<file path="config.mk">
export PLATFORM = sky130hd
export DESIGN_NAME = pueo_threshold_loader
export DESIGN_NICKNAME = d
export VERILOG_FILES = /design/src/rtl/pueo_threshold_loader.sv
export SDC_FILE = /design/constraint.sdc
export NUM_CORES = 2
export LEC_CHECK = 0
export ABC_AREA = 1
export BUFFER_PORTS_ARGS = -buffer_cell sky130_fd_sc_hd__clkbuf_2
export CAP_MARGIN = 20
export CORE_MARGIN = 2
export CORE_UTILIZATION = 35
export CTS_CLUSTER_SIZE = 40
export DETAILED_ROUTE_END_ITERATION = 12
export HOLD_SLACK_MARGIN = 0.03
export MAX_ROUTING_LAYER = met4
export PLACE_DENSITY = 0.48
export SLEW_MARGIN = 40
export SYNTH_ARGS = -nofsm -noshare
export SYNTH_HDL_FRONTEND = slang
export SYNTH_SLANG_ARGS = --single-unit
</file>
<file path="constraint.sdc">
create_clock -name clk_i -period 8.3 [get_ports clk_i]
set_input_delay 1.66 -clock clk_i [delete_from_list [all_inputs] [get_ports clk_i]]
set_output_delay 1.66 -clock clk_i [all_outputs]
set_load 0.1 [all_outputs]
</file>
<file path="src/rtl/pueo_threshold_loader.sv">
// rtl/pueo_threshold_loader.sv - threshold memory that shifts NBEAMS entries into the beam cascade, then commits them
// Optional host readback port (rd_addr_i/rd_dat_o) is built only when THRESH_READBACK_EN is defined.
module pueo_threshold_loader #(
    parameter int NBEAMS     = 48,
    parameter int WR_SPACING = 1,
    localparam int AW        = (NBEAMS > 1) ? $clog2(NBEAMS) : 1
) (
    input  logic          clk_i,
    input  logic          rst_i,
    input  logic [AW-1:0] host_addr_i,
    input  logic [35:0]   host_dat_i,
    input  logic          host_wr_i,
    output logic          host_err_o,
    input  logic          start_i,
    input  logic [1:0]    upd_mask_i,
    output logic          busy_o,
    output logic          done_o,
    output logic [35:0]   thresh_o,
    output logic [1:0]    thresh_wr_o,
    output logic [1:0]    thresh_update_o
`ifdef THRESH_READBACK_EN
    ,
    input  logic [AW-1:0] rd_addr_i,
    output logic [35:0]   rd_dat_o
`endif
);

    typedef enum logic [2:0] {
        IDLE   = 3'd0,
        FETCH  = 3'd1,
        WRITE  = 3'd2,
        GAP    = 3'd3,
        UPDATE = 3'd4,
        DONE   = 3'd5
    } stateType;

    localparam logic [AW:0]   BEAMS_W   = (AW + 1)'(NBEAMS);
    localparam logic [AW-1:0] LAST_BEAM = AW'(NBEAMS - 1);
    localparam logic [3:0]    GAP_LAST  = (WR_SPACING > 1) ? 4'(WR_SPACING - 2) : 4'd0;
    localparam bit            HAS_GAP   = (WR_SPACING > 1);

    stateType      state;
    stateType      nextState;

    logic [35:0]   threshMem [NBEAMS];
    logic [35:0]   fetchData;
    logic [35:0]   lastThresh;
    logic [AW-1:0] beamCnt;
    logic [AW-1:0] rdIdx;
    logic [3:0]    gapCnt;
    logic [1:0]    updMask;
    logic          finalWr;
    logic          startOk;
    logic          hostInRange;
    logic          hostWrOk;
    logic          hostWrBad;

    assign startOk     = (state == IDLE) && start_i;
    assign hostInRange = ({1'b0, host_addr_i} < BEAMS_W);
    assign hostWrOk    = host_wr_i && !busy_o && hostInRange;
    assign hostWrBad   = host_wr_i && (busy_o || !hostInRange);

    // Back-to-back writes need the next entry prefetched while the current one is on the bus.
    always_comb begin
        rdIdx = beamCnt;
        if (state == WRITE && beamCnt != '0) begin
            rdIdx = beamCnt - 1'b1;
        end
    end

    // Memory has no reset so an aborted load leaves the programmed thresholds intact.
    always_ff @(posedge clk_i) begin
        if (hostWrOk) begin
            threshMem[host_addr_i] <= host_dat_i;
        end
        fetchData <= threshMem[rdIdx];
    end

`ifdef THRESH_READBACK_EN
    always_ff @(posedge clk_i) begin
        rd_dat_o <= threshMem[rd_addr_i];
    end
`endif

    always_ff @(posedge clk_i or posedge rst_i) begin
        if (rst_i) begin
            state <= IDLE;
        end else begin
            state <= nextState;
        end
    end

    always_comb begin
        nextState = state;
        unique case (state)
            IDLE:   if (start_i) nextState = FETCH;
            FETCH:  nextState = WRITE;
            WRITE: begin
                if (HAS_GAP) begin
                    nextState = GAP;
                end else if (beamCnt == '0) begin
                    nextState = UPDATE;
                end else begin
                    nextState = WRITE;
                end
            end
            GAP:    if (gapCnt == GAP_LAST) nextState = finalWr ? UPDATE : WRITE;
            UPDATE: nextState = DONE;
            DONE:   nextState = IDLE;
            default: nextState = IDLE;
        endcase
    end

    // finalWr separates the gap after the last write from the gaps between writes.
    always_ff @(posedge clk_i or posedge rst_i) begin
        if (rst_i) begin
            beamCnt    <= '0;
            gapCnt     <= '0;
            updMask    <= '0;
            finalWr    <= 1'b0;
            lastThresh <= '0;
            host_err_o <= 1'b0;
        end else begin
            if (startOk) begin
                beamCnt <= LAST_BEAM;
                updMask <= upd_mask_i;
                finalWr <= 1'b0;
            end
            if (state == WRITE) begin
                lastThresh <= fetchData;
                gapCnt     <= '0;
                if (beamCnt != '0) begin
                    beamCnt <= beamCnt - 1'b1;
                end else begin
                    finalWr <= 1'b1;
                end
            end
            if (state == GAP) begin
                gapCnt <= gapCnt + 1'b1;
            end
            if (startOk) begin
                host_err_o <= 1'b0;
            end
            if (hostWrBad) begin
                host_err_o <= 1'b1;
            end
        end
    end

    always_comb begin
        busy_o          = (state != IDLE);
        done_o          = (state == DONE);
        thresh_wr_o     = (state == WRITE) ? 2'b11 : 2'b00;
        thresh_update_o = (state == UPDATE) ? updMask : 2'b00;
        thresh_o        = (state == WRITE) ? fetchData : lastThresh;
    end

endmodule
</file>
# Word level (Yosys, flattened, before mapping)
# Memories as Yosys holds them, arrays and structs flattened. A register that Yosys moved wholly into a read port is not among the register bits.
# Index checks and enable logic that the tools add are counted.
dict set report classes {
  bitwise_logic 0
  n_div 0
  n_addsub 2
  eq_ne 7
  order_cmp 1
  reduce_logical 16
  muxes 21
  shifts 0
  mul 0
}
# operator n
set ops {}
lappend ops {{36-bit two-way mux} 1}
lappend ops {{6-bit two-way mux} 4}
lappend ops {{3-bit one-hot mux with 5 select lines} 1}
lappend ops {{3-bit two-way mux} 4}
lappend ops {{4-bit two-way mux} 2}
lappend ops {{1-bit two-way mux} 7}
lappend ops {{3-bit by 2-bit == test with 1-bit output (second input constant)} 2}
lappend ops {{3-bit == test (second input constant)} 2}
lappend ops {{6-bit logical NOT} 1}
lappend ops {{6-bit < comparator (second input constant)} 1}
lappend ops {{6-bit nonzero test} 1}
lappend ops {{6-bit by 1-bit subtractor with 6-bit output (second input constant)} 1}
lappend ops {{1-bit logical AND} 5}
lappend ops {{4-bit by 1-bit adder with 4-bit output (second input constant)} 1}
lappend ops {{4-bit logical NOT} 1}
lappend ops {{2-bit two-way mux} 2}
lappend ops {{2-bit != test (second input constant)} 2}
lappend ops {{2-bit nonzero test} 2}
lappend ops {{3-bit by 1-bit == test with 1-bit output (second input constant)} 1}
lappend ops {{3-bit logical NOT} 1}
lappend ops {{3-bit nonzero test} 1}
lappend ops {{1-bit logical NOT} 2}
lappend ops {{2-bit AND reduction} 1}
lappend ops {{1-bit logical OR} 1}
dict set report word_totals {
  latchBits 0
  elab_cells 55
  n_memories 1
  output_inout_bits 43
  input_bits 48
  mem_bits_ro 0
  register_bits 53
  ramBits 1728
}
# name depth width rd rd_clocked_by_memory_dff wr line_no
set memory_table {}
lappend memory_table {threshMem 48 36 1 1 1 45} ;# logic [35:0] threshMem [NBEAMS];

# Logic depth before layout (Yosys ltp)
dict set report logic_depth {
  ltp_word 6
  ltp_mapped 16
  mapped_depth_nobuf 15
}

# Worst setup path before layout
# Ideal clock, no wire load.
dict set report synth_timing {
  kind {reg2out}
  from {register state[0]}
  to {output port done_o}
  arrival_ns 2.603
  stages_incl_launch_ff 3
  setup_slack_ns 4.037
  t_required_ns 6.640
  path_cell_list {dfrtp_1 > inv_1 > nor3_1}
}
dict set report synth_via {
  elab_chain_cells 1
}
# item line_no
set synth_lines {}
lappend synth_lines {{from (decl)} 42} ;# stateType state;
lappend synth_lines {{from (signal assigned)} 89} ;# state <= nextState;
lappend synth_lines {{3-bit == test} 152} ;# done_o = (state == DONE);
lappend synth_lines {{to (decl)} 17} ;# output logic done_o,
# No other way between the ends.

# Final worst setup path
dict set report layout_timing {
  from {register state[2]}
  to {output port thresh_o[24]}
}
dict set report layout_via {
  elab_chain_cells 2
}
# item line_no
set layout_lines {}
lappend layout_lines {{3-bit by 2-bit == test with 1-bit output} 155} ;# thresh_o = (state == WRITE) ? fetchData : lastThresh;
lappend layout_lines {{36-bit two-way mux} 155}
lappend layout_lines {{to (decl)} 18} ;# output logic [35:0] thresh_o,
# No other way between the ends.

==> summary.txt <==
Layout
  • Nets: 6738
  • Fraction of layout cells with a size suffix above 1: 0.0890
  • Final non-filler cell total: 9733
  • FILL cells: 20600
  • Utilization after layout: 0.401
  • Syn-to-layout area delta: 14.0%

Yosys
  • Most frequent cell after synthesis: edfxtp_1
  • Synth top area cells: edfxtp_1, nand3_1, nand2_1
  • Syn Nets: 6728
  • Top FF cell, synth: edfxtp_1
  • Yosys warning count: 0
  • Cell taking the most area after synthesis: edfxtp_1
  • Sequential share of the synthesized area: 0.700
  • Synth cell count leaders: edfxtp_1, nand3_1, nand2_1
  • Seq cells post-synth: 1817
  • Synth cell types: 39
  • Async set or reset register ratio after synthesis: 0.0292
  • Number of synthesized flops with an enable pin: 1728
  • Syn avg cell area: 11.5 sq um
  • Synthesized cell area: 0.0771 sq mm
  • Yosys top cell area share: 0.673
  • Post-Syn Instances: 6677

Critical path
  • Flop-to-flop setup slack: 3.23 ns
  • Worst setup path endpoint: thresh_o[24]
  • CP max FO: 45
  • Critical path depth: 9
  • Worst Path Required: 6.64 ns
  • RR Startpoint: state[2]
  • Crit path DAT: 3.84 ns
  • Critical path class: register to output pin
  • CP Cell Sequence: inv_2, nand2_2, nor2_8, buf_4, inv_2, buf_4, nand2_1, nand2_1, clkbuf_2
  • Critical path origin: state[2]
  • Buffers and inverters on the worst path: 5
  • CP Launch Type: register
  • Max stage delay on crit path: 0.65 ns
  • Crit path max-delay family: buffers and inverters
  • Reg2reg end: fetchData[14]
  • Worst setup EP type: output pin
  • Crit-path slowest cell: buf_4
  • R2R depth: 17

Detailed routing
  • Post-DRT Antenna Nets: 0
  • Post-Route WL: 249000 microns
  • Initial DRC Count: 5414
  • Wire length per cell: 25.6 microns
  • Via count: 50900
  • 1st-pass router iterations: 5
  • Vias per inst: 5.23
  • Post-route DRC: 0

Placement
  • Routability cong.: 0.795
  • Input/output buffers: 90
  • Post-Place Setup Slack: 3.29 ns
  • Post-DP HPWL: 131000 microns
  • Placed Cells: 9354

Clock tree
  • Post-cts gate resize count: 0
  • CTS clock-pin slew for the worst setup and hold paths: 0.06 ns
  • Post CTS Setup Buffer Count: 0
  • Clock latency on the worst-skew pair: 0.85 ns
  • CTS tree: done
  • Total CTS buffers: 196
  • # hold bufs at CTS: 0
  • CTS Buffer Depth: 3
  • H-tree levels: 4
  • Clk sink count: 1817
  • Root cell of the clock tree: clkbuf_16

Power
  • Peak VDD IR: 0.423 mV
  • LEAKAGE: 32.9 nW
  • Pwr/cell area: 360 mW/mm^2

Global routing
  • Initial antenna violation count: 13
  • Vias in the first global route: 48500
  • Global-route wire length before repair: 358000 microns
  • Total grt overflow: 0
  • All-Layer GR Usage: 0.226
  • Largest net degree at the start of global routing: 184

STA
  • RSZ-0062 raised after global routing: false
  • Max Fclk: 182 MHz
  • Worst Tran Pin Value: 0.946 ns
  • Min cycle time layout: 5.50 ns
  • Worst hold margin: 0.468 ns
  • Total count of hold-check failures in the final report: 0
  • Setup WS post-layout: 2.80 ns
  • Final Setup Violations: 0
  • Final period util: 0.662
  • Fin. max-slew vios: 0
  • Worst clock skew: 0.0316 ns
  • Total Neg Setup Slack: 0 ns
  • Worst slew margin: 0.369

Hold path
  • Hold Crit Class: register to register

Job
  • Number of max-cap violations: 0

Floorplanning
  • FP Rows: 172
  • Die Y: 473 microns
  • Die area: 0.224 sq mm
  • IO Count: 91
  • CORE AREA: 0.219 sq mm
  • Starting Density: 0.351
  • Die W: 473 microns

Status
  • Status: complete, no violations
==> routing by layer <==
layer / vias up / wire [microns] / GRT usage
met2: 1699 / 118000 / 0.355
met3: 333 / 14800 / 0.0291
met5: - / 0 / -
met1: 25700 / 110000 / 0.308
met4: 0 / 6480 / 0.0644
li1: 23200 / - / -
==> where the power goes <==
group	internal (mW)	total, mW	leakage, nW	switching, mW
clock	4.85	8.55	3.06	3.71
combinational	3.20	12.6	13.4	9.41
sequential	10.3	10.5	16.5	0.183
total	18.3	31.6	32.9	13.3
==> cell families after synthesis <==
logic type | after synthesis | synth area share
adders and majority gates | 3 | 0.000487
DFF | 1817 | 0.700
buffers and inverters | 1369 | 0.0729
xor gates and xnor gates | 6 | 0.000682
and+or+nand+nor | 3064 | 0.193
AOI/OAI and AO/OA | 418 | 0.0331
==> sequential cells by signal, indices dropped and copies added, names as in the netlist <==
register	cells
lastThresh	36
state	3
threshMem	1728
host_err_o	1
beamCnt	6
fetchData	36
updMask	2
finalWr	1
gapCnt	4
==> tightest hold or removal path, delay by kind of cell, from the launching register on <==
kind             cells  cell delay [ns]
flip-flops           1             0.32
AND/OR/NAND/NOR      2             0.12
==> cells in the final DEF, fill, tap and decap left out, types with 49 or more instances in the layout <==
cell and count:
a21oi_1 77, buf_4 79, clkbuf_1 50, clkbuf_16 197, clkbuf_2 71, dfrtp_1 53
edfxtp_1 1728, inv_1 924, nand2_1 1030, nand3_1 1445, nand3b_1 360, nor2_1 126
nor2_4 49, o211ai_1 180, o21ai_0 123
==> area by class of cell <==
cell class	count	area [sq um]	area share
Clock buffer	268	5410	0.0616
Timing Repair Buffer	247	2550	0.0291
Tap cell	2871	3590	0.0409
Multi-Input combinational cell	3491	17900	0.204
Inverter	934	3560	0.0405
Antenna cell	6	15.0	0.000171
Sequential cell	1817	53900	0.614
Clock inverter	99	836	0.00952
==> how the worst min path moves through the flow <==
stage	cells after the start	startpoint	to	slack, ns
5_1_grt	2	lastThresh[16]	lastThresh[16]	0.49
3_3_place_gp	2	lastThresh[6]	lastThresh[6]	0.45
3_5_place_dp	2	lastThresh[29]	lastThresh[29]	0.46
4_1_cts	2	lastThresh[15]	lastThresh[15]	0.47
6_report	2	lastThresh[10]	lastThresh[10]	0.47
2_1_floorplan	2	finalWr	finalWr	0.46
==> through the flow <==
stage	cell area (sq um)	power [mW]
global route	87800	33.3
detailed placement	81400	23.2
CTS	87600	31.8
global placement	80400	23.1
finish	87800	31.6
floorplan	77100	19.4
Note: power is estimated with default switching activity, not from simulation.
